## src/rtl/uart_pkg.sv

```systemverilog
// Shared definitions for the memory-mapped UART: serialiser states, register
// offsets within the 16-byte block, and STATUS/CTRL bit positions.
package uart_pkg;

  typedef enum logic [1:0] {
    ST_IDLE,
    ST_START,
    ST_DATA,
    ST_STOP
  } tx_state_t;

  localparam logic [1:0] OFF_TXDATA = 2'd0;
  localparam logic [1:0] OFF_STATUS = 2'd1;
  localparam logic [1:0] OFF_CTRL   = 2'd2;

  localparam int STAT_FULL    = 0;
  localparam int STAT_EMPTY   = 1;
  localparam int STAT_BUSY    = 2;
  localparam int STAT_OVF     = 3;
  localparam int STAT_CNT_LSB = 8;

  localparam int CTRL_TX_EN  = 0;
  localparam int CTRL_IRQ_EN = 1;

  function automatic logic [31:0] status_word(input logic full, input logic empty,
                                              input logic busy, input logic ovf,
                                              input logic [3:0] cnt);
    logic [31:0] w;
    w                      = '0;
    w[STAT_FULL]           = full;
    w[STAT_EMPTY]          = empty;
    w[STAT_BUSY]           = busy;
    w[STAT_OVF]            = ovf;
    w[STAT_CNT_LSB +: 4]   = cnt;
    return w;
  endfunction

endpackage

```

## src/rtl/sync_fifo.sv

```systemverilog
// Single-clock FIFO with first-word-fall-through head, so a pop can load the
// head word on the same edge. A push while full is accepted only alongside a pop.
module sync_fifo #(
  parameter int WIDTH = 8,
  parameter int DEPTH = 8
) (
  input  logic                     clk,
  input  logic                     rst_n,
  input  logic                     push,
  input  logic                     pop,
  input  logic [WIDTH-1:0]         din,
  output logic [WIDTH-1:0]         dout,
  output logic                     full,
  output logic                     empty,
  output logic [$clog2(DEPTH):0]   count
);

  localparam int AW = $clog2(DEPTH);

  logic [WIDTH-1:0] mem [DEPTH];
  logic [AW-1:0]    wr_ptr_reg;
  logic [AW-1:0]    rd_ptr_reg;
  logic [AW:0]      count_reg;
  logic             push_ok;
  logic             pop_ok;

  assign empty   = (count_reg == '0);
  assign full    = (count_reg == (AW+1)'(DEPTH));
  assign pop_ok  = pop & ~empty;
  assign push_ok = push & (~full | pop_ok);
  assign count   = count_reg;
  assign dout    = mem[rd_ptr_reg];

  always_ff @(posedge clk or negedge rst_n) begin
    if (!rst_n) begin
      wr_ptr_reg <= '0;
      rd_ptr_reg <= '0;
      count_reg  <= '0;
    end else begin
      if (push_ok) wr_ptr_reg <= wr_ptr_reg + 1'b1;
      if (pop_ok)  rd_ptr_reg <= rd_ptr_reg + 1'b1;
      case ({push_ok, pop_ok})
        2'b10:   count_reg <= count_reg + 1'b1;
        2'b01:   count_reg <= count_reg - 1'b1;
        default: count_reg <= count_reg;
      endcase
    end
  end

  // Storage is not reset; the pointers alone define what is valid.
  always_ff @(posedge clk) begin
    if (push_ok) mem[wr_ptr_reg] <= din;
  end

endmodule

```

## src/rtl/mmio_uart_tx.sv

```systemverilog
// 8N1 UART transmitter on the core data bus: TXDATA pushes into a FIFO that the
// serialiser drains; STATUS/CTRL let firmware poll, clear overflow and gate output.
module mmio_uart_tx
  import uart_pkg::*;
#(
  parameter int          CLK_DIV    = 434,
  parameter int          FIFO_DEPTH = 8,
  parameter logic [31:0] BASE_ADDR  = 32'h0000_1000
) (
  input  logic        clk,
  input  logic        rst_n,
  input  logic        w_en,
  input  logic        r_en,
  input  logic [31:0] addr,
  input  logic [2:0]  rw_type,
  input  logic [31:0] din,
  output logic [31:0] dout,
  output logic        tx,
  output logic        irq
);

  localparam int          CW          = $clog2(FIFO_DEPTH) + 1;
  localparam logic [15:0] BAUD_RELOAD = 16'(CLK_DIV - 1);

  tx_state_t   state_reg;
  logic [15:0] baud_reg;
  logic [2:0]  bit_reg;
  logic [7:0]  shift_reg;
  logic        tx_reg;
  logic        tx_en_reg;
  logic        irq_en_reg;
  logic        ovf_reg;

  logic          sel;
  logic [1:0]    offset;
  logic          wr_txdata, wr_status, wr_ctrl;
  logic          fifo_pop, fifo_full, fifo_empty;
  logic [7:0]    fifo_dout;
  logic [CW-1:0] fifo_count;
  logic [31:0]   count_ext;
  logic [3:0]    count_disp;
  logic          busy;
  logic          bit_done;
  logic          unused_bits;

  assign sel       = (addr[31:4] == BASE_ADDR[31:4]);
  assign offset    = addr[3:2];
  assign wr_txdata = w_en & sel & (offset == OFF_TXDATA);
  assign wr_status = w_en & sel & (offset == OFF_STATUS);
  assign wr_ctrl   = w_en & sel & (offset == OFF_CTRL);
  assign busy      = (state_reg != ST_IDLE);
  assign bit_done  = (baud_reg == 16'd0);
  assign unused_bits = ^{rw_type, addr[1:0], din[31:8]};

  // Pops happen only from IDLE or on the final cycle of a stop bit.
  assign fifo_pop = tx_en_reg & ~fifo_empty &
                    ((state_reg == ST_IDLE) | ((state_reg == ST_STOP) & bit_done));

  sync_fifo #(
    .WIDTH (8),
    .DEPTH (FIFO_DEPTH)
  ) u_fifo (
    .clk   (clk),
    .rst_n (rst_n),
    .push  (wr_txdata),
    .pop   (fifo_pop),
    .din   (din[7:0]),
    .dout  (fifo_dout),
    .full  (fifo_full),
    .empty (fifo_empty),
    .count (fifo_count)
  );

  assign count_ext  = 32'(fifo_count);
  assign count_disp = (count_ext > 32'd15) ? 4'hF : count_ext[3:0];

  always_ff @(posedge clk or negedge rst_n) begin
    if (!rst_n) begin
      tx_en_reg  <= 1'b1;
      irq_en_reg <= 1'b0;
      ovf_reg    <= 1'b0;
    end else begin
      if (wr_ctrl) begin
        tx_en_reg  <= din[CTRL_TX_EN];
        irq_en_reg <= din[CTRL_IRQ_EN];
      end
      // A dropped byte outranks a same-cycle W1C so the event is never lost.
      if (wr_txdata & fifo_full & ~fifo_pop)
        ovf_reg <= 1'b1;
      else if (wr_status & din[STAT_OVF])
        ovf_reg <= 1'b0;
    end
  end

  always_ff @(posedge clk or negedge rst_n) begin
    if (!rst_n) begin
      state_reg <= ST_IDLE;
      baud_reg  <= '0;
      bit_reg   <= '0;
      shift_reg <= '0;
      tx_reg    <= 1'b1;
    end else begin
      case (state_reg)
        ST_IDLE: begin
          if (fifo_pop) begin
            shift_reg <= fifo_dout;
            bit_reg   <= '0;
            baud_reg  <= BAUD_RELOAD;
            tx_reg    <= 1'b0;
            state_reg <= ST_START;
          end
        end
        ST_START: begin
          if (bit_done) begin
            baud_reg  <= BAUD_RELOAD;
            tx_reg    <= shift_reg[0];
            state_reg <= ST_DATA;
          end else begin
            baud_reg <= baud_reg - 16'd1;
          end
        end
        ST_DATA: begin
          if (bit_done) begin
            baud_reg <= BAUD_RELOAD;
            if (bit_reg == 3'd7) begin
              tx_reg    <= 1'b1;
              state_reg <= ST_STOP;
            end else begin
              shift_reg <= shift_reg >> 1;
              tx_reg    <= shift_reg[1];
              bit_reg   <= bit_reg + 3'd1;
            end
          end else begin
            baud_reg <= baud_reg - 16'd1;
          end
        end
        ST_STOP: begin
          if (bit_done) begin
            if (fifo_pop) begin
              shift_reg <= fifo_dout;
              bit_reg   <= '0;
              baud_reg  <= BAUD_RELOAD;
              tx_reg    <= 1'b0;
              state_reg <= ST_START;
            end else begin
              state_reg <= ST_IDLE;
            end
          end else begin
            baud_reg <= baud_reg - 16'd1;
          end
        end
        default: begin
          state_reg <= ST_IDLE;
          tx_reg    <= 1'b1;
        end
      endcase
    end
  end

  always_comb begin
    dout = '0;
    if (r_en & sel) begin
      case (offset)
        OFF_STATUS: dout = status_word(fifo_full, fifo_empty, busy, ovf_reg, count_disp);
        OFF_CTRL:   dout = {30'd0, irq_en_reg, tx_en_reg};
        default:    dout = '0;
      endcase
    end
  end

  assign tx  = tx_reg;
  assign irq = irq_en_reg & fifo_empty & ~busy;

endmodule

```

## config.mk

```make
export PLATFORM = sky130hd
export DESIGN_NAME = mmio_uart_tx
export DESIGN_NICKNAME = d
export VERILOG_FILES = /design/src/rtl/uart_pkg.sv /design/src/rtl/sync_fifo.sv /design/src/rtl/mmio_uart_tx.sv
export SDC_FILE = /design/constraint.sdc
export NUM_CORES = 1
export LEC_CHECK = 0
export CAP_MARGIN = 20
export CORE_AREA = 5 5 120 122
export DETAILED_ROUTE_END_ITERATION = 6
export DIE_AREA = 0 0 125 127
export DONT_BUFFER_PORTS = 1
export PLACE_DENSITY = 0.66
export SYNTH_ARGS = -nofsm -noshare
export SYNTH_HDL_FRONTEND = slang
export SYNTH_SLANG_ARGS = --single-unit
```

## constraint.sdc

```tcl
create_clock -name clk -period 2.6 [get_ports clk]
set_input_delay 0.52 -clock clk [delete_from_list [all_inputs] [get_ports clk]]
set_output_delay 0.52 -clock clk [all_outputs]
set_load 0.01 [all_outputs]
```

Word-level counts from Yosys, hierarchy flattened
Memories as Yosys holds them, arrays and structs flattened.
Index checks and enable logic that the tools add are counted.

word-level totals
  memories = 1
  output and inout port bits = 34
  word-level logic and storage cells = 103
  RAM bits = 64
  input bits = 71
  latch bits = 0
  ROM bits = 0
  bits in registers = 43

operators by class
  reductions and logical operators = 12
  equal/unequal tests = 16
  $mul = 0
  add/subtract/negate cells = 6
  mux-type cells = 35
  shifts and indexed selects = 0
  div/mod/pow operators = 0
  bitwise operators = 21
  magnitude comparators = 1

memories
  name        words  width  read ports  clocked after Yosys merged registers in  write ports  line             text
  u_fifo.mem  8      8      1           0                                        1            sync_fifo.sv:20  logic [WIDTH-1:0] mem [DEPTH];

operator list
  cell                     count
  $mux W16                 3
  $pmux W16 S3             1
  $mux W8                  4
  $eq A28 B9 Y1 const B    1
  $pmux W12 S2             1
  $pmux W8 S3              1
  $logic_not A16 Y1        1
  $sub A16 B1 Y16 const B  1
  $and A1 B1 Y1            15
  $mux W12                 1
  $mux W3                  4
  $ne A2 B2 Y1 const B     6
  $mux W1                  10
  $mux W2                  5
  $add A3 B1 Y3 const B    3
  $pmux W3 S3              1
  $eq A2 B2 Y1 const B     4
  $pmux W2 S4              1
  $pmux W4 S2              1
  $eq A2 B1 Y1 const B     3
  $reduce_bool A2 Y1       3
  $reduce_and A5 Y1        1
  $add A4 B1 Y4 const B    1
  $eq A4 B4 Y1 const B     1
  13 further kinds         18

Depth between registers and ports, before layout
  depth in word-level cells = 9
  gate-level depth with buffers = 11
  mapped depth without buffers = 11

Cells and area by module
A second synthesis with hierarchy kept.

second synthesis, totals
  cells, all modules = 412
  area, all modules = 5485.3 um^2

by module, submodules not included
  module        area an instance (um^2)  seq. area each (um^2)  cells each  instances
  sync_fifo     3113.0                   2172.1                 162         1
  mmio_uart_tx  2372.3                   828.3                  250         1

Worst setup path after synthesis
OpenSTA, ideal clock, no wires.

  kind = input to register
  start point = in addr[27]
  end point = mem u_fifo.mem[1][0], enable pin
  arrival time = 2.383 ns
  cell stages on the path = 5
  data required time = 2.217 ns
  path slack = -0.166 ns
  path buffers = 0
  setup time = 0.383 ns
  cell sequence = or4_1 -> nor3_1 -> and3b_1 -> nand2_1 -> nor3_1

on the way
  word-level cells in the longest chain between the ends = 6

ends and longest elaborated chain
  item                           line                text
  start, declared                mmio_uart_tx.sv:14  input logic [31:0] addr,
  $eq A28 B9 Y1                  mmio_uart_tx.sv:46  assign sel = (addr[31:4] == BASE_ADDR[31:4]);
  $and A1 B1 Y1 (2 in series)    mmio_uart_tx.sv:48  assign wr_txdata = w_en & sel & (offset == OFF_TXDATA);
  $and A1 B1 Y1                  sync_fifo.sv:30     assign push_ok = push & (~full | pop_ok);
  $mux W1                        sync_fifo.sv:52     if (push_ok) mem[wr_ptr_reg] <= din;
  $mux W1 (not written as such)  sync_fifo.sv:52
  end, declared                  sync_fifo.sv:20

Every way passes these cells.

Worst setup path in the final report
  start point = reg baud_reg[1]
  end point = mem u_fifo.mem[0][1], enable pin

on the way
  word-level cells in the longest chain between the ends = 9

ends and longest elaborated chain
  item                           line                 text
  start, declared                mmio_uart_tx.sv:26   logic [15:0] baud_reg;
  start signal, assigned         mmio_uart_tx.sv:119  baud_reg <= baud_reg - 16'd1;
  start signal, assigned         mmio_uart_tx.sv:134  baud_reg <= baud_reg - 16'd1;
  start signal, assigned         mmio_uart_tx.sv:149  baud_reg <= baud_reg - 16'd1;
  $logic_not A16 Y1              mmio_uart_tx.sv:52   assign bit_done = (baud_reg == 16'd0);
  $and A1 B1 Y1                  mmio_uart_tx.sv:57   ((state_reg == ST_IDLE) | ((state_reg == ST_STOP) & bit_done));
  $or A1 B1 Y1                   mmio_uart_tx.sv:57
  $and A1 B1 Y1                  mmio_uart_tx.sv:56   assign fifo_pop = tx_en_reg & ~fifo_empty &
  $and A1 B1 Y1                  sync_fifo.sv:29      assign pop_ok = pop & ~empty;
  $or A1 B1 Y1                   sync_fifo.sv:30
  $and A1 B1 Y1                  sync_fifo.sv:30
  $mux W1                        sync_fifo.sv:52
  $mux W1 (not written as such)  sync_fifo.sv:52

Every way passes these cells.

==> results <==
- The TritonCTS clock tree is done.
- The total power density per cell area is 550 nW/um2.
- Based on the critical path, the design can be clocked at up to 408 MHz.
- The netlist uses 65 different library cells.
- The floorplan has 42 rows.
- The register-to-register setup slack is 150 ps.
- The floorplan step set the die height to 127 um.
- The CTS sink count is 107.
- Registers are responsible for 54.9% of the overall power.
- After the first detailed-routing iteration, the DRC count stood at 252.
- The number of nets in the layout is 520.
- The worst setup path is captured at a flop.
- The count of state elements after synthesis is 107.
- The tool flagged a number of max-cap violations equal to 0.
- The H-tree depth is 3.
- The peak supply drop is 0.473 mV.
- The detailed-route DRC error count is 0.
- The clock network is responsible for 43.4% of the overall power.
- The number of global-route vias before repair came to 3303.
- After Yosys synthesis, and, or, nand and nor cells account for 13.5% of the synthesized area.
- The critical path goes through inv_1 -> ha_2 -> nor4b_4 -> nand4_2 -> o211ai_1 -> and3b_2 -> nand2b_2 -> nor3_4 -> buf_4.
- The relative contribution of combinational cells to total power is 1.7%.
- Detailed placement finished with a half-perimeter wire length of 7.14 mm.
- The setup-violating endpoint count in the final report is 0.
- After synthesis, the share of flip-flops with an asynchronous set or reset is 40.2%.
- The first-pass iteration count of the detailed router is 4.
- The slew of the pin with the lowest slew margin is 544 ps.
- For this design the static power due to leakage is 2.29 nW.
- On the critical path the largest part of the delay comes from simple AND/OR/NAND/NOR gates.
- On the final layout, the worst clock skew is 6.66 ps.
- The cell at the root of the clock tree is clkbuf_16.
- The clock passes through at most 2 buffers.
- The last weighted congestion value of the routability-driven placer is 0.765.
- Headroom to the max-slew limit came out at 63.8%.
- The global-route wire length before repair is 16.5 mm.
- In this run the critical register-to-register path is launched from baud_reg[1]$_DFF_PN0_.
- The floorplan step defined a die boundary enclosing 15900 um2.
- Port buffering added 0 buffers.
- The internal portion of the total power is 2.59 mW.
- The count of yosys warnings during synthesis is 0.
- At the placement stage, the worst setup path has a slack of -30.4 ps.
- Data arrives at the worst endpoint at 2510 ps.
- The clock latency of the later-clocked register in the worst-skew pair is 340 ps.
- The finished layout cell area is 5970 um2.
- The largest single stage delay on the critical path is 420 ps.
- The path class of the tightest hold or removal check is in -> async.
- The post-synthesis sequential area ratio is 56.6%.
- The launching element of the worst setup path is baud_reg[1]$_DFF_PN0_.
- The worst setup path is launched from a flop.
- The number of antenna diodes in the final layout is 0.
- Setup repair after global routing could not meet its margin everywhere.
- The count of endpoints failing hold in the final timing report is 0.
- The maximum number of pins on one net before global-route repair is 42.
- In this run the worst path has a maximum fanout of 5.
- The total design power is 3.28 mW.
- The summed instance area of the synthesized netlist is 5300 um2.
- Setup slack closes at 151 ps.
- The number of instances in the synthesized netlist is 407.
- The number of buffer and inverter stages on the critical path is 2.
- Using the TritonRoute via totals, the vias-per-cell ratio works out to 5.23.
- Summing the areas of all fa, ha and maj instances in the mapped netlist gives 3.30% of the synthesized area.
- Counting flops with a built-in enable in the synthesized netlist gives 64.
- In the global route stage, overall resource usage came out at 12.9%.
- The detail route stage leaves a number of antenna-violating nets equal to 0.
- Wires add up to 9.93 mm.
- The share of post-route cells with drive strength above 1 is 22.7%.
- The prevailing post-synth register cell is edfxtp_1.
- Net switching is 21.1% of the power.
- The worst reg-to-reg path cell count is 9.
- The via count is 3220.
- The endpoint identified for the worst register-to-register timing path is u_fifo.mem[0][1]$_DFFE_PP_.
- The dominant combinational cell family by area after synthesis is simple AND/OR/NAND/NOR gates.
- The number of antenna violations at the first check in global routing is 0.
- The synthesized netlist devotes 7.69% of its cell area to compound gates.
- The run finished with clean final reports.
- The required time at the endpoint of the critical path is 2660 ps.
- The clock slew seen by the registers of the worst setup and hold paths is 80 ps.
- The time the final worst path needs with I/O delays and setup is 2450 ps.
- The count of pins on the block boundary is 105.
- Of the post-synthesis cell area, the part taken by muxes is 12.0%.
- The number of pins with negative max-slew slack in the final report came to 0.
- The type of the worst setup path is reg -> reg.
- The slowest stage of the critical path is the dfrtp_1 cell.
- The post-synthesis xor/xnor area fraction is 1.32%.
- The analysis attributes to net switching a power of 0.691 mW.
- The filler cells instantiated in the layout total 1154.
- The core outline area is 13100 um2.
- From synthesis to final layout, the design area changed by 12.6%.
- The register with the most flip-flops in the layout has 64 of them.
- Of the available clock period, the critical path in the final layout requires 94.2%.
- In the final routed layout, each cell accounts on average for 16.1 um.
- The initial core utilization is 40.5%.
- The die width is 125 um.
- The global-route congestion overflow total is 0.
- In this run the mean area of a mapped cell was 13.0 um2.
- The core occupancy in the finished layout is 45.6%.
- TritonCTS created 9 clock buffers.
- In this run the cell area measured after placement is 5570 um2.
[power groups by stage]
stage               Combinational (mW)  Clock [mW]  Sequential (mW)
finish                          0.0563        1.42             1.80
global placement                0.0334           0             1.84
detailed placement              0.0343           0             1.84
floorplan                       0.0570           0             1.84
global route                    0.0642        1.53             1.80
CTS                             0.0547        1.46             1.80
[metal layers]
metal	global-route usage, %	vias to the layer above	wire length [um]
met5	0	-	0
met4	2.42	0	71
met3	3.84	6	509
met2	22.2	69	5090
met1	16.3	1621	4260
li1	-	1524	-
[Yosys cell counts (3+ instances only)]
cell type	count	area share, %
a21oi_1	11	1.0
a22oi_1	3	0.42
a311oi_1	3	0.50
and2_1	7	0.83
and3_1	3	0.35
buf_2	5	0.47
buf_4	24	3.4
clkbuf_1	4	0.28
dfrtp_1	41	19
edfxtp_1	64	36
ha_1	14	3.3
inv_1	11	0.78
mux2_2	4	0.85
mux2_4	8	2.3
mux2i_1	11	2.1
mux4_2	16	6.8
nand2_1	36	2.5
nand2b_1	6	0.71
nand3_1	4	0.38
nor2_1	28	2.0
nor3_1	11	1.0
nor4_1	8	0.94
o21ai_0	21	2.0
o21ai_1	3	0.28
o31ai_1	3	0.42
xnor2_1	7	1.2
[timing repair]
item / in CTS / in global routing
endpoints found under the hold margin: 41 / 1
endpoints found under the setup margin: 0 / 71
buffers inserted: 0 / 0
hold buffers: 2 / 1
gates resized for setup: 0 / 7
[layout make-up]
class                           instances  area (um2)  share of cell area, %
Clock inverter                          7        96.3                   1.61
Inverter                               11        41.3                  0.692
Multi-Input combinational cell        275        2130                   35.7
Tap cell                              176         220                   3.69
Clock buffer                            9         225                   3.77
Timing Repair Buffer                   31         258                   4.32
Sequential cell                       107        3000                   50.3
[kinds of logic (layout without fill, tap and decap cells)]
group,after synthesis,count (layout)
adders and majority gates,14,14
xor gates and xnor gates,8,8
DFF,107,107
muxes,39,39
other,1,24
and+or+nand+nor,129,129
buffers and inverters,48,58
AOI/OAI and AO/OA,61,61
[layout by cell type, fill, tap and decap left out, drive strengths merged, types with 3 or more instances in the layout]
master,instances
edfxtp,64
dfrtp,41
nand2,37
nor2,30
buf,29
o21ai,26
conb,24
mux4,16
ha,14
inv,14
nor3,12
mux2,12
a21oi,11
mux2i,11
nor4,10
clkbuf,9
and2,7
xnor2,7
nand2b,6
nand3,5
o31ai,5
or4,4
and3,3
a22oi,3
a311oi,3
nand4,3
clkinv,3
nor4b,3
[metrics by stage]
step	std cells	hold slack [ps]	TNS, ps
3_3_place_gp	597	226	0
4_1_cts	615	0.905	0
3_5_place_dp	597	226	-218
6_report	616	4.44	0
2_1_floorplan	430	224	0
5_1_grt	616	11.8	-2.67
[worst max path at each step]
| stage | endpoint | depth (start not counted) |
|---|---|---|
| 2_1_floorplan | u_fifo.mem[4][0]$_DFFE_PP_ | 5 |
| 3_3_place_gp | u_fifo.mem[0][4]$_DFFE_PP_ | 6 |
| 3_5_place_dp | u_fifo.mem[0][4]$_DFFE_PP_ | 7 |
| 4_1_cts | u_fifo.mem[0][1]$_DFFE_PP_ | 9 |
| 5_1_grt | u_fifo.mem[0][1]$_DFFE_PP_ | 9 |
| 6_report | u_fifo.mem[0][1]$_DFFE_PP_ | 9 |
Power figures use the tool's default switching activity.
